<file path="src/rtl/ccu_ax_sched.sv">
// ccu_ax_sched: round-robin scheduler for per-core AX requests toward the CCU.
// The grant is held until the CCU accepts it, and each port is limited to MaxOutstanding transactions.
module ccu_ax_sched #(
  parameter int NoPorts        = 2,
  parameter int MaxOutstanding = 4,
  localparam int IdxW = $clog2(NoPorts),
  localparam int CntW = $clog2(MaxOutstanding + 1)
) (
  input  logic               clk_i,
  input  logic               rst_ni,
  input  logic [NoPorts-1:0] req_valid_i,
  input  logic [NoPorts-1:0] req_write_i,
  output logic [NoPorts-1:0] req_ready_o,
  output logic               gnt_valid_o,
  output logic [IdxW-1:0]    gnt_idx_o,
  output logic               gnt_write_o,
  input  logic               gnt_ready_i,
  input  logic [NoPorts-1:0] done_i,
  output logic [NoPorts-1:0] busy_o
);

  typedef enum logic {IDLE, HOLD} state_e;

  state_e          state_q, state_d;
  logic [IdxW-1:0] ptr_q, ptr_d;
  logic [IdxW-1:0] gidx_q, gidx_d;
  logic            gwr_q, gwr_d;
  logic [CntW-1:0] cnt_q [NoPorts];
  logic [CntW-1:0] cnt_d [NoPorts];

  logic [NoPorts-1:0] elig;
  logic [NoPorts-1:0] inc;
  logic [NoPorts-1:0] dec;
  logic               handshake;
  logic [IdxW-1:0]    scan_base;
  logic               scan_hit;
  logic [IdxW-1:0]    scan_idx;

  assign handshake = (state_q == HOLD) && gnt_ready_i;

  always_comb begin
    elig = '0;
    for (int p = 0; p < NoPorts; p++) begin
      elig[p] = req_valid_i[p] && (cnt_q[p] < CntW'(MaxOutstanding));
    end
  end

  // In HOLD the scan starts after the current grant and skips it, so a handshake
  // can hand over to the next requester without an idle cycle.
  always_comb begin
    logic [IdxW:0] pos;
    pos       = '0;
    scan_hit  = 1'b0;
    scan_idx  = '0;
    scan_base = (state_q == HOLD) ? gidx_q : ptr_q;
    for (int i = 1; i <= NoPorts; i++) begin
      pos = {1'b0, scan_base} + (IdxW+1)'(i);
      if (pos >= (IdxW+1)'(NoPorts)) begin
        pos = pos - (IdxW+1)'(NoPorts);
      end
      if (!scan_hit && elig[pos[IdxW-1:0]] &&
          !((state_q == HOLD) && (pos[IdxW-1:0] == gidx_q))) begin
        scan_hit = 1'b1;
        scan_idx = pos[IdxW-1:0];
      end
    end
  end

  always_comb begin
    state_d = state_q;
    ptr_d   = ptr_q;
    gidx_d  = gidx_q;
    gwr_d   = gwr_q;
    unique case (state_q)
      IDLE: begin
        if (scan_hit) begin
          state_d = HOLD;
          gidx_d  = scan_idx;
          gwr_d   = req_write_i[scan_idx];
        end
      end
      HOLD: begin
        if (gnt_ready_i) begin
          ptr_d = gidx_q;
          if (scan_hit) begin
            gidx_d = scan_idx;
            gwr_d  = req_write_i[scan_idx];
          end else begin
            state_d = IDLE;
          end
        end
      end
      default: state_d = IDLE;
    endcase
  end

  // A done on an empty counter is dropped; a grant and a done on the same port cancel out.
  always_comb begin
    inc = '0;
    dec = '0;
    for (int p = 0; p < NoPorts; p++) begin
      cnt_d[p] = cnt_q[p];
      inc[p]   = handshake && (gidx_q == IdxW'(p)) && (cnt_q[p] < CntW'(MaxOutstanding));
      dec[p]   = done_i[p] && (cnt_q[p] != '0);
      if (inc[p] && !dec[p]) begin
        cnt_d[p] = cnt_q[p] + CntW'(1);
      end else if (dec[p] && !inc[p]) begin
        cnt_d[p] = cnt_q[p] - CntW'(1);
      end
    end
  end

  // The pointer resets to the last port so that port 0 wins the first scan.
  always_ff @(posedge clk_i or negedge rst_ni) begin
    if (!rst_ni) begin
      state_q <= IDLE;
      ptr_q   <= IdxW'(NoPorts - 1);
      gidx_q  <= '0;
      gwr_q   <= 1'b0;
      for (int p = 0; p < NoPorts; p++) begin
        cnt_q[p] <= '0;
      end
    end else begin
      state_q <= state_d;
      ptr_q   <= ptr_d;
      gidx_q  <= gidx_d;
      gwr_q   <= gwr_d;
      for (int p = 0; p < NoPorts; p++) begin
        cnt_q[p] <= cnt_d[p];
      end
    end
  end

  always_comb begin
    req_ready_o = '0;
    gnt_valid_o = 1'b0;
    gnt_idx_o   = '0;
    gnt_write_o = 1'b0;
    if (state_q == HOLD) begin
      gnt_valid_o         = 1'b1;
      gnt_idx_o           = gidx_q;
      gnt_write_o         = gwr_q;
      req_ready_o[gidx_q] = gnt_ready_i;
    end
  end

  always_comb begin
    busy_o = '0;
    for (int p = 0; p < NoPorts; p++) begin
      busy_o[p] = (cnt_q[p] != '0);
    end
  end

`ifndef SYNTHESIS
  // A requester must keep its request up until the held grant is accepted.
  req_held_a: assert property (@(posedge clk_i) disable iff (!rst_ni)
    (state_q == HOLD) |-> req_valid_i[gidx_q])
    else $error("ccu_ax_sched: req_valid_i dropped on held grant port %0d", gidx_q);
`endif

endmodule

</file>
<file path="config.mk">
export PLATFORM = sky130hd
export DESIGN_NAME = ccu_ax_sched
export DESIGN_NICKNAME = d
export VERILOG_FILES = /design/src/rtl/ccu_ax_sched.sv
export SDC_FILE = /design/constraint.sdc
export NUM_CORES = 1
export LEC_CHECK = 0
export BUFFER_PORTS_ARGS = -buffer_cell sky130_fd_sc_hd__clkbuf_2
export CAP_MARGIN = 20
export CORE_AREA = 2 2 39 41
export CTS_BUF_LIST = sky130_fd_sc_hd__clkbuf_4 sky130_fd_sc_hd__clkbuf_8 sky130_fd_sc_hd__clkbuf_16
export DETAILED_ROUTE_END_ITERATION = 10
export DIE_AREA = 0 0 41 43
export PLACE_DENSITY_LB_ADDON = 0.3
export REMOVE_ABC_BUFFERS = 1
export SETUP_SLACK_MARGIN = 0.4
export SYNTH_ARGS = -nofsm -noshare
export SYNTH_HDL_FRONTEND = slang
export SYNTH_SLANG_ARGS = --single-unit
</file>
<file path="constraint.sdc">
create_clock -name clk_i -period 2.9 [get_ports clk_i]
set_input_delay 0.58 -clock clk_i [delete_from_list [all_inputs] [get_ports clk_i]]
set_output_delay 0.58 -clock clk_i [all_outputs]
set_load 0.01 [all_outputs]
</file>
# Yosys cells after proc, flatten, opt, wreduce, memory -nomap -nowiden
# Index checks and enable logic that the tools add are counted.
# word_totals
regBits	10
rom_bits	0
input_bits	9
wordCells	92
latch_bits	0
out_inout_bits	7
mem_count	0
ram_bits	0
# classes
n_reduce_logical	31
n_lt_le_gt_ge	9
bitwise_logic	3
muxes	32
mul	0
n_div	0
add_sub_neg	8
n_shift	0
n_eq_ne	3
# ops
cell	count
$mux W1	23
$logic_and A1 B1 Y1	19
$mux W3	4
$lt A1 B2 Y1 const B	4
$logic_not A1 Y1	7
$add A3 B1 Y3 const B	2
$lt A3 B3 Y1 const B	2
$pmux W1 S2	3
$reduce_bool A3 Y1	2
$sub A3 B1 Y3 const B	2
$ge A2 B2 Y1 const B	2
$reduce_bool A2 Y1	2
$add A1 B1 Y2 const B	1
$add A1 B2 Y2 const B	1
$and A2 B2 Y2	1
$eq A1 B1 Y1	2
$mux W2	1
$ne A2 B2 Y1 const B	1
$not A1 Y1	2
$reduce_and A2 Y1	1
$sub A1 B1 Y1 const B	2
$demux W1 S1	1
$ge A1 B1 Y1 const B	1

# Logic depth before layout (Yosys ltp)
# Gate-level depths: netlist (run 1).
# logic_depth
ltp_word	18
mapped_depth	10

# Worst setup path before layout (run 1)
# Ideal clock, no wire load.
# synth_timing
path_kind	register -> register
startpoint	register cnt_q[5] in the netlist's numbering
endpoint	register cnt_q[5] in the netlist's numbering
required_time_ps	2821
path_stages_with_launch	9
path_slack_ps	862
arrival_time_ps	1959
path_cell_list	dfrtp_1 or3_2 nand2_1 ha_1 inv_1 fa_1 xor2_1 nor2_1 xor2_1
# synth_between
elab_chain_cells	5
elab_cells_between_ends	13
# synth_lines
item	line_no	text
start, declared	28	logic [CntW-1:0] cnt_q [NoPorts];
start signal, assigned by index	129	cnt_q[p] <= cnt_d[p];
$reduce_bool A3 Y1 *	-	
net busy_o[0]	19	output logic [NoPorts-1:0] busy_o
$logic_and A1 B1 Y1 *	104	dec[p] = done_i[p] && (cnt_q[p] != '0);
$logic_not A1 Y1	105	if (inc[p] && !dec[p]) begin
$logic_and A1 B1 Y1	105	
$mux W3 or $reduce_bool A2 Y1 (tied branches)	-	
# Mark *: on every way through the listed nets, which the timed path passes. The rest lies on a longest branch. The select of a mux whose other input is x is not followed.
# A chain may end at the register's enable or synchronous reset.

# Final worst setup path (run 1)
# layout_timing
startpoint	register cnt_q[5] in the netlist's numbering
endpoint	register cnt_q[5] in the netlist's numbering
# layout_between
elab_chain_cells	5
elab_cells_between_ends	13
# layout_lines
item	line_no
$lt A3 B3 Y1 or $reduce_bool A3 Y1 (tied branches)	103, 104
$logic_and A1 B1 Y1 (on tied branches)	103, 104
$logic_not A1 Y1 (on tied branches)	107, 105
$logic_and A1 B1 Y1 (on tied branches)	107, 105
$reduce_bool A2 Y1 (no line) or $mux W3 (tied branches)	-
# Parallel ways exist; a longest one is shown, timed or not. The select of a mux whose other input is x is not followed.

==> results of run 1 <==
power by group through the flow:
stage	clock network (mW)	logic (mW)	registers [mW]
after floorplan	0	0.281	0.282
after global placement	0	0.354	0.295
after detailed placement	0	0.364	0.296
after CTS	0.136	0.366	0.293
after global routing	0.140	0.407	0.308
final	0.135	0.363	0.292
per-stage QoR:
stage               hold slack, ps  cell area, µm²
finish                         152             731
global route                   170             731
CTS                            161             731
detailed placement             454             694
global placement               454             694
floorplan                      284             599
state kept, by name, summed over array words and instances (netlist names):
| name | count |
|---|---|
| gidx_q | 1 |
| cnt_q | 6 |
| state_q | 1 |
| gwr_q | 1 |
| ptr_q | 1 |
cells in the final DEF (no fill, tap or decap), types with 3 or more instances in the layout:
cell type	count
xor2_1	4
mux2_2	3
clkbuf_4	3
inv_1	4
nand2_1	8
nor2_1	6
clkbuf_2	15
dfrtp_1	9
cells by family after synthesis:
| kind of cell | after synthesis | share of synthesized area (%) |
|---|---|---|
| AND/OR/NAND/NOR | 20 | 16.7 |
| flip-flops | 10 | 42.0 |
| XOR/XNOR | 6 | 8.77 |
| AO/OA/AOI/OAI | 5 | 7.93 |
| buffers and inverters | 5 | 3.13 |
| multiplexers | 5 | 10.6 |
| adder cells (fa/ha/maj) | 4 | 10.9 |
worst max path at each step:
stage	end	depth (start not counted)	slack, ps
after floorplan	cnt_q[5]$_DFFE_PN0P_	8	860
after global placement	cnt_q[5]$_DFFE_PN0P_	8	860
after detailed placement	cnt_q[5]$_DFFE_PN0P_	9	830
after CTS	cnt_q[5]$_DFFE_PN0P_	8	800
after global routing	cnt_q[5]$_DFFE_PN0P_	8	680
final	cnt_q[5]$_DFFE_PN0P_	8	810
cells in the mapped netlist:
| master | number | share of area [%] |
|---|---|---|
| or3_2 | 1 | 1.3 |
| a22oi_1 | 1 | 1.3 |
| dfstp_2 | 1 | 4.4 |
| ha_1 | 2 | 4.2 |
| o21ai_0 | 1 | 0.83 |
| nand2_1 | 8 | 5.0 |
| fa_1 | 2 | 6.7 |
| nor3_1 | 1 | 0.83 |
| xor2_1 | 4 | 5.8 |
| a21oi_1 | 1 | 0.83 |
| mux2_2 | 3 | 5.6 |
| mux2_4 | 2 | 5.0 |
| nor2_1 | 6 | 3.8 |
| and2_1 | 1 | 1.0 |
| a2bb2oi_1 | 1 | 1.5 |
| nand2b_4 | 1 | 2.3 |
| xnor2_1 | 2 | 2.9 |
| inv_1 | 4 | 2.5 |
| or3_1 | 1 | 1.0 |
| nor2b_2 | 1 | 1.5 |
| clkinv_1 | 1 | 0.63 |
| o311a_4 | 1 | 3.5 |
| dfrtp_1 | 9 | 38 |
area by class of cell:
class                      instances  area (µm²)
tap                               16        20.0
fill                             129         653
timing repair buffer              15        75.1
sequential                        10         251
clock buffer                       4        36.3
inverter                           5        18.8
multi-input combinational         40         329
per-layer routing:
metal | share of wire (%) | wire length [µm] | vias to the layer above | global-route usage (%)
met5 | 0 | 0 | - | 0
met4 | 2.4 | 25 | 0 | 8.00
met3 | 4.3 | 44 | 2 | 3.14
met2 | 46 | 467 | 11 | 19.1
met1 | 47 | 484 | 200 | 18.7
li1 | - | - | 221 | -
==> metrics, run 1 <==
core area ~1400 µm²; unrepaired setup endpoints after global routing false; Post-CTS Hold Buffers 0; P&R area growth vs syn 21.9%; number of global-route vias before repair between 300 and 400; worst path required time about 3100 ps; Fin. Hold Viols 0; Top delay family on crit path simple AND/OR/NAND/NOR gates; Min-Delay Path Class primary input to async pin; I/O pin total 16; DR WL/cell 11.3 µm; Power Total 0.790 mW; slowest stage delay, CP roughly 500 ps; drc violations 0; post_cts resized 0; switching share of power between 30% and 40%; Routed Wire Length ~1000 µm; combinational power share 45.9%; Initial DRC Count 5; Mapped Cells 55; highest clock rate ~480 MHz; DP Cell Count 86; Worst R2R Setup Slack ~810 ps; Non-Filler Instances 90; TritonCTS clock tree built; skew final ~4.4 ps; Clk Latency, worst-skew pair 280 ps; Total GRT Usage 13.7%; Max-Slew Margin vs Limit 79.9%; clock period minus worst slack between 2000 and 2500 ps; max-cap viol count 0; R2R depth 8; period utilization a little over 70%; die width 41 µm; Worst VDD drop roughly 0.43 mV; ANT cells 0; post-synthesis cell type count 23; antenna-violating nets left 0; global-route wire length before repair 1570 µm; post-placement setup slack 831 ps; Worst-path clk slew around 80 ps; Worst Tran Pin Value approximately 300 ps; HPWL Detailed about 760 µm; RR Endpoint cnt_q[5]$_DFFE_PN0P_; startpoint types flop; Critical Path Start cnt_q[5]$_DFFE_PN0P_; CP Data Arrival Time approximately 2300 ps; Final setup viols 0; Bufs and invs on worst path 1; clock sink count 10; CP Class flop to flop; Leak 0.369 nW; YS warnings 0; final setup margin around 800 ps; CP cell instances or3_2, nand2_1, ha_1, inv_1, fa_1, xor2_1, nor2_1, xor2_1; Power Density between 1000 and 1500 nW/µm²; Clock power frac roughly 17%; Core Rows 14; initial antenna violation count 0; Post-Syn Area roughly 600 µm²; power share of the sequential group between 30% and 40%; Clock Tree Root clkbuf_4; Max Slew Vio Count 0; most used cell, CP xor2_1; share of cells above drive strength 1 39.2%; Critical Path End Type flop; worst r2r src cnt_q[5]$_DFFE_PN0P_; postcts setup bufs 0; Yosys reg bits 10; Max FO, Critical Path 4; Final Wtd Congestion 0.683; register area share after synthesis about two fifths; Vias/cell slightly below 5; Final #Nets 88; routed vias roughly 430; Pint 0.492 mW; Initial Util between 40% and 50%; Num CTS Buffers 3; Clock H-tree levels 1; Post-Syn Area per Cell 10.9 µm²; die footprint roughly 1800 µm²; clock buffer depth 2; IO Port Bufs 15; Final Core Density a little over half; CP max-delay cell or3_2; DRT Pass-1 Iters 4; Chip Height 43 µm; global route total overflow 0; status finished, final reports clean; largest net degree at the start of global routing 11; final setup TNS 0 ps; Psw 0.298 mW
No activity file was read; power rests on OpenSTA's default activity.
==> run 2: changes to the inputs <==
- ABC_AREA: unset -> 1
- clock period: 2.9 -> 1.95 ns (I/O delays scaled with it)
==> run 2 against run 1 <==
  * Critical path depth stayed put
  * Maximum frequency is 22% higher
  * Worst hold slack better by 290 ps
  * Count of clock-buffer cells in the layout stayed put
  * Combinational power is 110% higher
  * Die area stayed put
  * Sequential share of layout area is 4.5 points lower
  * Global-route usage is 3.0 points higher
  * Cell count is 30% higher
  * Critical path type unchanged
  * Critical endpoint is now cnt_q[2]$_DFFE_PN0P_
  * Largest cell class unchanged
==> metrics, run 2 <==
Post-Syn Area per Cell 8.34 µm² (was 10.9 µm²); CP cell instances nand2_2, nor3_2, ha_2, inv_2, fa_2, a21oi_2, o21ai_1, xor2_1 (was or3_2, nand2_1, ha_1, inv_1, fa_1, xor2_1, nor2_1, xor2_1); status finished, final reports clean (unchanged); Vias/cell 4.69 (was 4.82); Clock H-tree levels 1 (unchanged); Critical Path End Type flop (unchanged); YS warnings 0 (unchanged); Final Wtd Congestion 0.705 (was 0.683); Clock Tree Root clkbuf_4 (unchanged); Core Rows 14 (unchanged); skew final 2.58 ps (was 4.39 ps); Max FO, Critical Path 4 (unchanged); Initial Util 42.8% (was 43.3%); antenna-violating nets left 0 (unchanged); Synth async-reset ratio 100% (unchanged); CP max-delay cell dfrtp_1 (was or3_2); I/O pin total 16 (unchanged); global-route wire length before repair 1950 µm (was 1570 µm); routed vias 549 (was 434); CP Data Arrival Time 1860 ps (was 2300 ps); Num CTS Buffers 3 (unchanged); IO Port Bufs 15 (unchanged); Leak 0.426 nW (was 0.369 nW); Primary FF master, synth dfrtp_1 (unchanged); ANT cells 0 (unchanged); largest net degree at the start of global routing 11 (unchanged); largest reg by FF count cnt_q (unchanged); met2 usage 24.4% (was 19.1%); highest clock rate 584 MHz (was 479 MHz); TritonCTS clock tree built (unchanged); period utilization 87.8% (was 72.1%); initial antenna violation count 0 (unchanged); number of global-route vias before repair 502 (was 370); post-placement setup slack -30.1 ps (was 831 ps); clock period minus worst slack 1710 ps (was 2090 ps); Max-Slew Margin vs Limit 83.9% (was 79.9%); DP Cell Count 104 (was 86); Clk Latency, worst-skew pair 260 ps (was 280 ps); GRT Max-Usage Layer met2 (unchanged); Min-Delay Path Class primary input to flop (was primary input to async pin); met3 Use GR 3.66% (was 3.14%); cell taking the most area after synthesis dfrtp_1 (unchanged); Power Density 1600 nW/µm² (was 1080 nW/µm²); number of flops mapped to enable cells by yosys 0 (unchanged); final instance area 841 µm² (was 731 µm²); commonest non-fill, non-tap cells in the layout 16 x nand2_1, 15 x clkbuf_2, 10 x buf_4 (was 15 x clkbuf_2, 9 x dfrtp_1, 8 x nand2_1); Max Slew Vio Count 0 (unchanged); post-placement cell area 702 µm² (was 694 µm²); Yosys reg bits 10 (unchanged); drc violations 0 (unchanged); Worst Tran Pin Value 241 ps (was 301 ps); top-count cell post-synth nand2_1 (was dfrtp_1); clock sink count 10 (unchanged); Worst VDD drop 0.795 mV (was 0.432 mV); Initial DRC Count 7 (was 5); Hold Slack 442 ps (was 152 ps); top cells by area, synth dfrtp_1 38%, nand2_1 11%, fa_1 6.8% (was dfrtp_1 38%, fa_1 6.7%, xor2_1 5.8%); global route total overflow 0 (unchanged); Final #Nets 115 (was 88); Non-Filler Instances 117 (was 90); Synth top cells by count 17 x nand2_1, 9 x dfrtp_1, 9 x inv_1 (was 9 x dfrtp_1, 8 x nand2_1, 6 x nor2_1); Routed Wire Length 1220 µm (was 1020 µm); DRT Pass-1 Iters 4 (unchanged); share of cells above drive strength 1 51.5% (was 39.2%); unrepaired setup endpoints after global routing true (was false); die footprint 1760 µm² (unchanged); HPWL Detailed 872 µm (was 756 µm); Post-Syn Area 592 µm² (was 599 µm²); share of the synthesized area in the top cell type 38.1% (was 37.6%); Fin. Hold Viols 0 (unchanged); post-synthesis cell type count 19 (was 23); Mapped Cells 71 (was 55); Bufs and invs on worst path 1 (unchanged); P&R area growth vs syn 42.1% (was 21.9%); max-cap viol count 0 (unchanged); worst path required time 2090 ps (was 3110 ps); Total GRT Usage 16.7% (was 13.7%); Final setup viols 0 (unchanged); startpoint types flop (unchanged); Worst-path clk slew 60 ps (was 80 ps); final setup TNS 0 ps (unchanged); Chip Height 43 µm (unchanged); core area 1380 µm² (unchanged); final setup margin 237 ps (was 810 ps); Power Total 1.35 mW (was 0.790 mW); routing usage on met1 21.6% (was 18.7%); max FFs per register 6 (unchanged); Top delay family on crit path adder cells (was simple AND/OR/NAND/NOR gates); commonest non-fill, non-tap cell in the layout nand2_1 (was clkbuf_2); CP Class flop to flop (unchanged); DR WL/cell 10.5 µm (was 11.3 µm); clock buffer depth 2 (unchanged); Final Core Density 60.8% (was 52.8%); die width 41 µm (unchanged); register area share after synthesis 42.5% (was 42.0%); slowest stage delay, CP 360 ps (was 500 ps)
run 2: timing repair:
| item | 4_1_cts | 5_1_grt |
|---|---|---|
| setup endpoints to repair | 4 | 5 |
| hold buffers | 1 | 0 |
| buffers inserted | 7 | 1 |
| pin swaps | 2 | 3 |
| gates resized for setup | 12 | 4 |
| hold endpoints to repair | 9 | 0 |
run 2: tightest hold or removal path, cell delays in order:
cell      delay [ps]
clkbuf_2          80
nand2_1           40
nand2_1           50
nand2_1           40
nand2_1           70
run 2: path summary, 6_finish.rpt:
path | start | to | slack [ps] | depth (start not counted)
min in group asynchronous | rst_ni | cnt_q[3]$_DFFE_PN0P_ | 510 | 2
worst min-delay path | req_write_i[0] | gwr_q$_DFFE_PN0P_ | 440 | 5
worst min register to register | ptr_q$_DFFE_PN1N_ | ptr_q$_DFFE_PN1N_ | 480 | 2
worst max register to register | state_q$_DFF_PN0_ | cnt_q[2]$_DFFE_PN0P_ | 240 | 8
worst max-delay path | state_q$_DFF_PN0_ | cnt_q[2]$_DFFE_PN0P_ | 240 | 8
max in group asynchronous | rst_ni | ptr_q$_DFFE_PN1N_ | 1180 | 2
run 2: area by class of cell:
| type | count | area, µm² |
|---|---|---|
| clock buffers | 4 | 36.3 |
| fillers | 129 | 543 |
| inverters | 11 | 41.3 |
| multi-input cells | 50 | 332 |
| flip-flops and latches | 10 | 251 |
| well taps | 16 | 20.0 |
| repair buffers | 26 | 160 |
run 2: cells by family after synthesis:
kind of cell,after synthesis,synth area share (%)
compound gates,8,7.40
xor+xnor,4,5.92
fa+ha+maj,4,11.0
buf+inv,11,6.98
flops,10,42.5
mux,2,3.81
simple gates,32,22.4
run 2: routing by layer:
metal / wire (µm) / share of wire [%] / up-vias
li1: - / - / 281
met1: 538 / 44 / 249
met2: 586 / 48 / 15
met3: 70 / 5.7 / 4
met4: 27 / 2.2 / 0
met5: 0 / 0 / -
run 2: power by group:
group	leakage, nW	switching [mW]	internal (mW)	total, mW
registers	0.118	0.0748	0.327	0.402
logic	0.288	0.395	0.367	0.763
clock network	0.0210	0.0678	0.113	0.181
total	0.426	0.538	0.807	1.35
